File: src/rtl/camera_frame_reader_pkg.sv
// Shared types and defaults for the camera frame reader.
package camera_frame_reader_pkg;

  localparam int unsigned DEFAULT_FRAME_WORDS = 76800;
  localparam int unsigned DEFAULT_ADDR_W      = 17;
  localparam int unsigned DEFAULT_FIFO_DEPTH  = 4;

  // Reader control states.
  typedef enum logic [2:0] {
    ST_IDLE   = 3'd0,
    ST_ARM    = 3'd1,
    ST_REL    = 3'd2,
    ST_STREAM = 3'd3,
    ST_DRAIN  = 3'd4
  } state_t;

  // One FIFO entry: frame markers plus the RGB565 pixel (18 bits total).
  typedef struct packed {
    logic        eof;
    logic        sof;
    logic [15:0] data;
  } pix_word_t;

endpackage

File: src/rtl/camera_frame_reader_if.sv
// Bus bundle between the frame reader and its environment:
// capture-block handshake, RAM read port and the outgoing pixel stream.
interface camera_frame_reader_if
  import camera_frame_reader_pkg::*;
#(
  parameter int unsigned ADDR_W = DEFAULT_ADDR_W
);

  logic              cam_valid;
  logic              cam_ready;
  logic [ADDR_W-1:0] ram_raddr;
  logic [31:0]       ram_rdata;
  logic [15:0]       pix_data;
  logic              pix_valid;
  logic              pix_ready;
  logic              pix_sof;
  logic              pix_eof;

  modport master (
    output cam_valid, ram_raddr, pix_data, pix_valid, pix_sof, pix_eof,
    input  cam_ready, ram_rdata, pix_ready
  );

  modport slave (
    input  cam_valid, ram_raddr, pix_data, pix_valid, pix_sof, pix_eof,
    output cam_ready, ram_rdata, pix_ready
  );

endinterface

File: src/rtl/camera_frame_reader_pixel_fifo.sv
// Synchronous show-ahead FIFO for pixel words; flush has priority over push/pop.
module camera_frame_reader_pixel_fifo
  import camera_frame_reader_pkg::*;
#(
  parameter  int unsigned DEPTH = DEFAULT_FIFO_DEPTH,
  localparam int unsigned PTR_W = $clog2(DEPTH),
  localparam int unsigned CNT_W = PTR_W + 1
) (
  input  logic             clk,
  input  logic             rst_n,
  input  logic             push,
  input  logic             pop,
  input  logic             flush,
  input  pix_word_t        din,
  output pix_word_t        dout,
  output logic [CNT_W-1:0] count,
  output logic             empty,
  output logic             full
);

  localparam logic [CNT_W-1:0] DEPTH_C = CNT_W'(DEPTH);

  pix_word_t        mem_q [DEPTH];
  pix_word_t        mem_d [DEPTH];
  logic [PTR_W-1:0] wr_ptr_q, wr_ptr_d;
  logic [PTR_W-1:0] rd_ptr_q, rd_ptr_d;
  logic [CNT_W-1:0] count_q, count_d;
  logic             do_push, do_pop;

  // Next-state: pointer/count update, storage write.
  always_comb begin
    mem_d    = mem_q;
    wr_ptr_d = wr_ptr_q;
    rd_ptr_d = rd_ptr_q;
    count_d  = count_q;
    do_push  = push & (count_q != DEPTH_C);
    do_pop   = pop & (count_q != '0);
    if (flush) begin
      wr_ptr_d = '0;
      rd_ptr_d = '0;
      count_d  = '0;
    end else begin
      if (do_push) begin
        mem_d[wr_ptr_q] = din;
        wr_ptr_d        = wr_ptr_q + 1'b1;
      end
      if (do_pop) begin
        rd_ptr_d = rd_ptr_q + 1'b1;
      end
      count_d = count_q + CNT_W'(do_push) - CNT_W'(do_pop);
    end
  end

  // State registers.
  always_ff @(posedge clk) begin
    if (!rst_n) begin
      for (int unsigned i = 0; i < DEPTH; i++) begin
        mem_q[i] <= '0;
      end
      wr_ptr_q <= '0;
      rd_ptr_q <= '0;
      count_q  <= '0;
    end else begin
      mem_q    <= mem_d;
      wr_ptr_q <= wr_ptr_d;
      rd_ptr_q <= rd_ptr_d;
      count_q  <= count_d;
    end
  end

  // Status and head-of-queue output; head reads as zero when empty.
  always_comb begin
    count = count_q;
    empty = (count_q == '0);
    full  = (count_q == DEPTH_C);
    dout  = empty ? '0 : mem_q[rd_ptr_q];
  end

endmodule

File: src/rtl/camera_frame_reader.sv
// Frame reader: arms the capture block, waits for a stored frame, releases
// the capture block, then streams the frame from RAM as a valid/ready pixel stream.
module camera_frame_reader
  import camera_frame_reader_pkg::*;
#(
  parameter int unsigned FRAME_WORDS = DEFAULT_FRAME_WORDS,
  parameter int unsigned ADDR_W      = DEFAULT_ADDR_W,
  parameter int unsigned FIFO_DEPTH  = DEFAULT_FIFO_DEPTH
) (
  input  logic                  HCLK,
  input  logic                  HRESETn,
  input  logic                  start,
  input  logic                  abort,
  output logic                  busy,
  output logic                  done,
  camera_frame_reader_if.master bus
);

  localparam int unsigned       CNT_W     = $clog2(FIFO_DEPTH) + 1;
  localparam logic [ADDR_W-1:0] LAST_ADDR = ADDR_W'(FRAME_WORDS - 1);
  localparam logic [CNT_W:0]    DEPTH_OCC = (CNT_W + 1)'(FIFO_DEPTH);

  state_t            state_q, state_d;
  logic [ADDR_W-1:0] rd_addr_q, rd_addr_d;
  logic              inflight_q, inflight_d;
  logic              infl_sof_q, infl_sof_d;
  logic              infl_eof_q, infl_eof_d;
  logic              busy_q, busy_d;
  logic              done_q, done_d;
  logic              cam_valid_q, cam_valid_d;

  logic              fifo_flush;
  logic              fifo_pop;
  logic              fifo_empty;
  logic              fifo_full;
  logic [CNT_W-1:0]  fifo_count;
  logic [CNT_W:0]    occupancy;
  logic              room;
  pix_word_t         fifo_din;
  pix_word_t         fifo_dout;
  logic              unused_ok;

  // Next-state, read issue and done generation; abort overrides everything.
  always_comb begin
    state_d    = state_q;
    rd_addr_d  = rd_addr_q;
    inflight_d = 1'b0;
    infl_sof_d = infl_sof_q;
    infl_eof_d = infl_eof_q;
    done_d     = 1'b0;
    fifo_flush = 1'b0;
    // A read may issue only if its data plus any in-flight word still fits.
    occupancy  = {1'b0, fifo_count} + {{CNT_W{1'b0}}, inflight_q};
    room       = (occupancy < DEPTH_OCC);

    unique case (state_q)
      ST_IDLE: begin
        if (start) state_d = ST_ARM;
      end
      ST_ARM: begin
        if (bus.cam_ready) state_d = ST_REL;
      end
      ST_REL: begin
        if (!bus.cam_ready) state_d = ST_STREAM;
      end
      ST_STREAM: begin
        if (room) begin
          inflight_d = 1'b1;
          infl_sof_d = (rd_addr_q == '0);
          infl_eof_d = (rd_addr_q == LAST_ADDR);
          // Address parks on the last word so it never wraps past the frame.
          if (rd_addr_q == LAST_ADDR) state_d = ST_DRAIN;
          else                        rd_addr_d = rd_addr_q + 1'b1;
        end
      end
      ST_DRAIN: begin
        if (fifo_empty && !inflight_q) begin
          done_d    = 1'b1;
          state_d   = ST_IDLE;
          rd_addr_d = '0;
        end
      end
      default: state_d = ST_IDLE;
    endcase

    if (abort) begin
      state_d    = ST_IDLE;
      rd_addr_d  = '0;
      inflight_d = 1'b0;
      done_d     = 1'b0;
      fifo_flush = 1'b1;
    end

    busy_d      = (state_d != ST_IDLE);
    cam_valid_d = (state_d == ST_ARM);
  end

  // Control registers with synchronous active-low reset.
  always_ff @(posedge HCLK) begin
    if (!HRESETn) begin
      state_q     <= ST_IDLE;
      rd_addr_q   <= '0;
      inflight_q  <= 1'b0;
      infl_sof_q  <= 1'b0;
      infl_eof_q  <= 1'b0;
      busy_q      <= 1'b0;
      done_q      <= 1'b0;
      cam_valid_q <= 1'b0;
    end else begin
      state_q     <= state_d;
      rd_addr_q   <= rd_addr_d;
      inflight_q  <= inflight_d;
      infl_sof_q  <= infl_sof_d;
      infl_eof_q  <= infl_eof_d;
      busy_q      <= busy_d;
      done_q      <= done_d;
      cam_valid_q <= cam_valid_d;
    end
  end

  // FIFO write data arrives one cycle after issue; head drives the stream.
  always_comb begin
    fifo_din.eof  = infl_eof_q;
    fifo_din.sof  = infl_sof_q;
    fifo_din.data = bus.ram_rdata[15:0];
    fifo_pop      = ~fifo_empty & bus.pix_ready;
    busy          = busy_q;
    done          = done_q;
    bus.cam_valid = cam_valid_q;
    bus.ram_raddr = rd_addr_q;
    bus.pix_valid = ~fifo_empty;
    bus.pix_data  = fifo_dout.data;
    bus.pix_sof   = fifo_dout.sof;
    bus.pix_eof   = fifo_dout.eof;
    unused_ok     = ^{bus.ram_rdata[31:16], fifo_full};
  end

  camera_frame_reader_pixel_fifo #(
    .DEPTH (FIFO_DEPTH)
  ) u_fifo (
    .clk   (HCLK),
    .rst_n (HRESETn),
    .push  (inflight_q),
    .pop   (fifo_pop),
    .flush (fifo_flush),
    .din   (fifo_din),
    .dout  (fifo_dout),
    .count (fifo_count),
    .empty (fifo_empty),
    .full  (fifo_full)
  );

endmodule

File: src/flat_wrapper.sv
// flat-port wrapper written by rule: the top's interface ports become plain ports
module camera_frame_reader_flat import camera_frame_reader_pkg::*;
#(
  parameter int unsigned FRAME_WORDS = DEFAULT_FRAME_WORDS,
  parameter int unsigned ADDR_W      = DEFAULT_ADDR_W,
  parameter int unsigned FIFO_DEPTH  = DEFAULT_FIFO_DEPTH
)
  (HCLK, HRESETn, start, abort, busy, done, bus_cam_valid, bus_ram_raddr, bus_pix_data, bus_pix_valid, bus_pix_sof, bus_pix_eof, bus_cam_ready, bus_ram_rdata, bus_pix_ready);
  camera_frame_reader_if #(.ADDR_W(ADDR_W)) bus_i ();
  input  logic HCLK;
  input  logic HRESETn;
  input  logic start;
  input  logic abort;
  output logic busy;
  output logic done;
  output wire logic [$bits(bus_i.cam_valid)-1:0] bus_cam_valid;
  output wire logic [$bits(bus_i.ram_raddr)-1:0] bus_ram_raddr;
  output wire logic [$bits(bus_i.pix_data)-1:0] bus_pix_data;
  output wire logic [$bits(bus_i.pix_valid)-1:0] bus_pix_valid;
  output wire logic [$bits(bus_i.pix_sof)-1:0] bus_pix_sof;
  output wire logic [$bits(bus_i.pix_eof)-1:0] bus_pix_eof;
  input wire logic [$bits(bus_i.cam_ready)-1:0] bus_cam_ready;
  input wire logic [$bits(bus_i.ram_rdata)-1:0] bus_ram_rdata;
  input wire logic [$bits(bus_i.pix_ready)-1:0] bus_pix_ready;
  assign bus_cam_valid = bus_i.cam_valid;
  assign bus_ram_raddr = bus_i.ram_raddr;
  assign bus_pix_data = bus_i.pix_data;
  assign bus_pix_valid = bus_i.pix_valid;
  assign bus_pix_sof = bus_i.pix_sof;
  assign bus_pix_eof = bus_i.pix_eof;
  assign bus_i.cam_ready = bus_cam_ready;
  assign bus_i.ram_rdata = bus_ram_rdata;
  assign bus_i.pix_ready = bus_pix_ready;
  camera_frame_reader #(.FRAME_WORDS(FRAME_WORDS), .ADDR_W(ADDR_W), .FIFO_DEPTH(FIFO_DEPTH)) u_core (.HCLK(HCLK), .HRESETn(HRESETn), .start(start), .abort(abort), .busy(busy), .done(done), .bus(bus_i));
endmodule
File: config.mk
export PLATFORM = sky130hd
export DESIGN_NAME = camera_frame_reader_flat
export DESIGN_NICKNAME = d
export VERILOG_FILES = /design/src/rtl/camera_frame_reader_pkg.sv /design/src/rtl/camera_frame_reader_if.sv /design/src/rtl/camera_frame_reader_pixel_fifo.sv /design/src/rtl/camera_frame_reader.sv /design/src/flat_wrapper.sv
export SDC_FILE = /design/constraint.sdc
export NUM_CORES = 1
export LEC_CHECK = 0
export BUFFER_PORTS_ARGS = -buffer_cell sky130_fd_sc_hd__buf_2
export CAP_MARGIN = 0
export CORE_ASPECT_RATIO = 2
export CORE_MARGIN = 4
export CORE_UTILIZATION = 57
export DETAILED_ROUTE_END_ITERATION = 16
export PLACE_DENSITY = 0.91
export SYNTH_ARGS = -nofsm -noshare
export SYNTH_HDL_FRONTEND = slang
export SYNTH_SLANG_ARGS = --single-unit
export TNS_END_PERCENT = 100
File: constraint.sdc
create_clock -name HCLK -period 3.12 [get_ports HCLK]
set_input_delay 0.312 -clock HCLK [delete_from_list [all_inputs] [get_ports HCLK]]
set_output_delay 0.312 -clock HCLK [all_outputs]
set_load 0.01 [all_outputs]
==> results of run 1 <==
registers in the layout, summed over array words and instances, names as in the netlist, 2 cells and up:
register and cells:
u_core.u_fifo.count 3, u_core.u_fifo.mem_q 72, u_core.u_fifo.rd_ptr_q 2, u_core.state_q 3, u_core.bus.ram_raddr 17, u_core.u_fifo.wr_ptr_q 2
metal layers:
metal | share of wire (%) | vias up
met5 | 0 | -
met4 | 3.1 | 0
met3 | 5.4 | 37
met2 | 55 | 161
met1 | 36 | 2108
li1 | - | 2066
Yosys cell counts, types with 3 or more instances:
cell,count
or3_1,12
a21boi_0,74
and3_1,6
nor4_1,4
o21ai_0,17
clkbuf_1,41
ha_1,9
mux4_2,18
inv_1,11
dfxtp_1,105
nand2b_1,3
nand4_1,6
nor2_1,16
and2_1,20
nand2_1,89
a21oi_1,16
xnor2_1,4
nand3_1,82
area by class of cell:
class                      instances  area (um2)
clock buffer                      12         256
clock inverter                     4        51.3
fill                             650        2770
inverter                          11        41.3
multi-input combinational        403        2640
sequential                       105        2100
tap                               98         123
timing repair buffer              74         418
power breakdown:
| part | switching, mW | internal (mW) |
|---|---|---|
| clock | 0.484 | 0.666 |
| combinational | 0.0383 | 0.0291 |
| sequential | 0.00204 | 1.34 |
worst max-delay path by stage:
stage	start	to	cells after the start
finish	u_core.u_fifo.count[2]	u_core.bus.ram_raddr[3]	6
global route	u_core.bus.ram_raddr[10]	u_core.bus.ram_raddr[3]	5
CTS	u_core.u_fifo.count[2]	u_core.bus.ram_raddr[3]	6
detailed placement	u_core.u_fifo.count[2]	u_core.bus.ram_raddr[3]	6
global placement	u_core.u_fifo.count[2]	u_core.bus.ram_raddr[14]	6
floorplan	u_core.u_fifo.count[1]	u_core.bus.ram_raddr[16]	7
critical path: stages, from the launching register on:
cell      delay [ns]
dfxtp_1         0.39
ha_1            0.25
o211a_1         0.25
o22ai_1         0.36
o211ai_1        0.50
or3_1           0.50
a21oi_1         0.15
layout by cell type, fill, tap and decap left out, drive strengths merged, types with 2 or more instances in the layout:
master	n
nand3	82
ha	9
nor2	16
a211oi	2
clkinv	2
or3	13
o211a	2
nand4	6
a221oi	2
o21ai	17
inv	11
and3	6
nand2b	3
xor2	2
dfxtp	105
nor4	4
and2	20
a21boi	74
clkbuf	12
buf	74
mux4	18
xnor2	4
a21oi	16
nand2	89
cells by family (layout without fill, tap and decap cells):
family,count (synthesis),count (layout),share of synthesized area (%)
flip-flops,105,105,42.4
multiplexers,20,20,8.61
XOR/XNOR,6,6,1.06
AND/OR/NAND/NOR,247,247,24.1
buffers and inverters,55,101,4.49
adder cells (fa/ha/maj),10,10,2.68
AO/OA/AOI/OAI,120,120,16.7
==> run summary, run 1 <==
Status -> finished, final reports clean
Total power -> 2.56 mW
Via/cell ratio -> 6.18
Final WL -> 12.1 mm
Vias in the first global route -> 4333
Critical path capture point type -> register
DRC errors left -> 0
Fin crit period -> 2.49 ns
Initial antenna violation count -> 0
Initial core utilization -> 58.9%
CTS resizes -> 0
Achievable frequency -> 402 MHz
Period Utilization, post-route -> 79.7%
Layout cells sized above 1 -> 18.2%
PwrDens -> 455 nW/um2
Clock Sink Count -> 105
Final ANT Viol Nets -> 0
Die span in y -> 140 um
Area Overhead vs Synth -> 13.7%
Post-synth top area share -> 42.4%
# port buffers -> 60
Max Cap Violations -> 0
EDFF count, synth -> 0
Syn Inst Count -> 563
IO Pins -> 77
RR Startpoint -> u_core.u_fifo.count[2]
First-pass GRT wire length -> 19.9 mm
Worst Path Required -> 3.38 ns
Arrival @ worst endpoint -> 2.75 ns
Worst slew margin -> 33.1%
Clock-pin slew on the worst setup and hold paths -> 0.07 ns
Placed insts -> 691
Hold WS -> 0.256 ns
Starting DRC count in detailed routing -> 423
Mean Syn Cell Area -> 8.80 um2
Ys flop type -> dfxtp_1
HP Start -> bus_ram_rdata[5]
Clk_skew -> 0.00676 ns
Total CTS buffers -> 9
Worst hold-check path type -> in -> reg
Setup TNS -> 0 ns
Die width -> 73.9 um
Leading post-synthesis cells by cell area -> dfxtp_1 42%, a21boi_0 11%, nand3_1 8.3%
Hold Buf Count CTS -> 0
Post-Syn Area -> 4960 um2
Routed vias -> 4372
Busiest grt layer -> met2
Htree depth -> 3
GRT Util Overall -> 24.2%
Reg-to-reg setup timing slack -> 0.63 ns
RSZ-0062 raised after global routing -> false
Met2 Use GR -> 42.4%
Setup violators final -> 0
Non-filler instance count after layout -> 707
Post-CTS setup buffer count -> 0
Post-DR wirelength/cell -> 17.1 um
Post-detail-place hpwl -> 7.95 mm
Total grt overflow -> 0
Synth Register Bits -> 105
Antenna diodes -> 0
Netlist cell types -> 43
Syn Nets -> 611
Largest area contributor in the netlist -> dfxtp_1
Grt met1 use -> 26.4%
Core Util, Final -> 67.0%
Final #Nets -> 652
CP Class -> reg -> reg
Cell Rows -> 47
Hold Violations, Final -> 0
R2R depth -> 6
Final GP Congestion -> 0.834
Yosys warns -> 0
Post-layout instance area -> 5640 um2
TritonRoute pass-1 iters -> 5
FFs w/ async S/R, synth -> 0%
Peak supply drop -> 343 uV
Clk Latency, worst-skew pair -> 0.34 ns
Sequential-to-total area share from yosys stat -> 42.4%
R2r endpoint -> u_core.bus.ram_raddr[3]
Root buf cell -> clkbuf_16
Least-Margin Pin Slew -> 0.999 ns
Final worst slack -> 0.634 ns
Area after DPL -> 5330 um2
Largest net degree at the start of global routing -> 75
Leak pwr -> 2.01 nW
Die footprint -> 10300 um2
Clk buf depth -> 2
Worst slack, placed -> 0.668 ns
WHS Endpoint -> u_core.u_fifo.mem_q[59]
GR Util met3 -> 4.62%
Max Slew Vio Count -> 0
CP Max Fanout -> 16
Setup crit start kind -> register
CTS tree -> yes
Core Area -> 8410 um2
WHS Path Cells -> 3
Note: power is estimated with default switching activity, not from simulation.
==> run 2, diff against run 1 <==
Settings changed: CORE_UTILIZATION 57 to 51, PLACE_DENSITY 0.91 to 0.87.
Clock period 3.12 ns to 2.2 ns, I/O delays scaled along.
==> run summary, run 2 (synthesized netlist as in run 1, its figures left out) <==
Least-Margin Pin Slew -> 0.576 ns
Vias in the first global route -> 4543
Clk_skew -> 0.00786 ns
First-pass GRT wire length -> 20.7 mm
Initial core utilization -> 52.5%
Post-detail-place hpwl -> 8.61 mm
GRT Util Overall -> 22.6%
Max Cap Violations -> 0
Clock-pin slew on the worst setup and hold paths -> 0.07 ns
DRC errors left -> 0
Most flop-heavy register -> u_core.u_fifo.mem_q
Htree depth -> 3
WHS Path Cells -> 3
Area Overhead vs Synth -> 17.6%
WHS Endpoint -> u_core.u_fifo.mem_q[62]
# port buffers -> 60
Final GP Congestion -> 0.875
Critical Path, Cell by Cell -> ha_4 -> o211a_1 -> o22a_1 -> or4b_4 -> buf_6 -> or3_1 -> a21oi_1
Layout cells sized above 1 -> 22.0%
Antenna diodes -> 0
TritonRoute pass-1 iters -> 7
HP Start -> bus_ram_rdata[8]
Die width -> 77.7 um
Final WL -> 12.8 mm
Largest net degree at the start of global routing -> 75
R2r endpoint -> u_core.bus.ram_raddr[8]
WP buf/inv -> 1
Root buf cell -> clkbuf_16
Final #Nets -> 671
Setup violators final -> 0
Routed vias -> 4561
Worst slack, placed -> -0.0374 ns
Peak supply drop -> 414 uV
Max Slew Vio Count -> 0
Post-DR wirelength/cell -> 16.9 um
Cell Rows -> 50
Total CTS buffers -> 9
Max reg flops -> 72
Period Utilization, post-route -> 99.5%
CP Max Fanout -> 5
R2R depth -> 7
Fill cell count -> 766
Total power -> 3.48 mW
Die span in y -> 147 um
PwrDens -> 598 nW/um2
Critical path capture point type -> register
Hold Violations, Final -> 0
Fin crit period -> 2.19 ns
Clock Sink Count -> 105
CP top delay family -> simple AND/OR/NAND/NOR gates
Commonest non-fill, non-tap cells in the layout -> 103 x dfxtp_1, 89 x nand2_1, 82 x nand3_1, 74 x a21boi_0, 60 x buf_2
Most common cell after layout, fill and taps aside -> dfxtp_1
Core Util, Final -> 61.7%
IO Pins -> 77
Achievable frequency -> 457 MHz
Worst hold-check path type -> in -> reg
Leak pwr -> 2.09 nW
Core Area -> 9450 um2
Final ANT Viol Nets -> 0
Arrival @ worst endpoint -> 2.47 ns
Multi-input gate area -> 2680 um2
Clk buf depth -> 2
Via/cell ratio -> 6.02
Reg-to-reg setup timing slack -> 0.01 ns
CP max stage delay -> 0.58 ns
Critical Path Start -> u_core.u_fifo.count[1]
Initial antenna violation count -> 0
Worst Path Required -> 2.48 ns
Starting DRC count in detailed routing -> 428
Total grt overflow -> 0
Slowest-stage cell, CP -> or4b_4
CP Class -> reg -> reg
RSZ-0062 raised after global routing -> true
RR Startpoint -> u_core.u_fifo.count[1]
Die footprint -> 11500 um2
CTS tree -> yes
Worst slew margin -> 61.6%
Clk Latency, worst-skew pair -> 0.35 ns
Register Area -> 2110 um2
Final worst slack -> 0.0113 ns
Status -> finished, final reports clean
Setup crit start kind -> register
run 2: cell types whose count changed in the layout (fill, tap and decap cells not counted), moves of 2 or more:
cell      before  now
buf_4         13   30
buf_6          0    2
clkbuf_8       2    0
dfxtp_1      105  103
or3_4          0    2
run 2: how the worst max path moves through the flow:
| stage | end | slack (ns) | cells past startpoint |
|---|---|---|---|
| final | u_core.bus.ram_raddr[8] | 0.01 | 7 |
| after floorplan | u_core.bus.ram_raddr[16] | 0.02 | 7 |
| after CTS | u_core.bus.ram_raddr[12] | 0.0006 | 7 |
| after detailed placement | u_core.bus.ram_raddr[8] | -0.04 | 7 |
| after global placement | u_core.bus.ram_raddr[8] | 0.03 | 7 |
| after global routing | u_core.u_fifo.count[2] | -0.1 | 11 |
run 2: final cells by class:
class,count,share of cell area [%]
multi-input cells,403,45.9
flip-flops and latches,105,36.2
repair buffers,93,9.75
clock buffers,10,3.93
well taps,130,2.79
clock inverters,6,0.730
inverters,11,0.709
run 2: timing repair:
item	in CTS	in global routing
buffers inserted	0	2
hold buffers	0	0
pin swaps	2	7
setup endpoints to repair	4	5
resized for setup	5	7
run 2: stage by stage:
step                TNS, ns  cell area [um2]  instances  hold slack, ns
finish                    0             5830        758           0.157
detailed placement  -0.0961             5500        740           0.456
floorplan                 0             4960        563           0.376
CTS                       0             5780        756           0.149
global placement          0             5500        740           0.446
global route         -0.284             5830        758           0.160
run 2: tightest hold or removal path, cell delays in order:
cell and delay (ns):
buf_2 0.12, nand3_1 0.06, a21boi_0 0.06
run 2: routing by layer:
| metal | track usage, % | part of all wire (%) | up-vias |
|---|---|---|---|
| met2 | 42.7 | 56 | 188 |
| met3 | 3.54 | 4.9 | 54 |
| met1 | 22.2 | 35 | 2216 |
| li1 | - | - | 2103 |
| met4 | 14.4 | 4.4 | 0 |
| met5 | 0 | 0 | - |
run 2: report_power, final:
group	leakage, nW	internal, mW	switching, mW	total (mW)
logic	1.12	0.0427	0.0552	0.0979
clock network	0.129	0.770	0.712	1.48
registers	0.847	1.90	0.00266	1.90
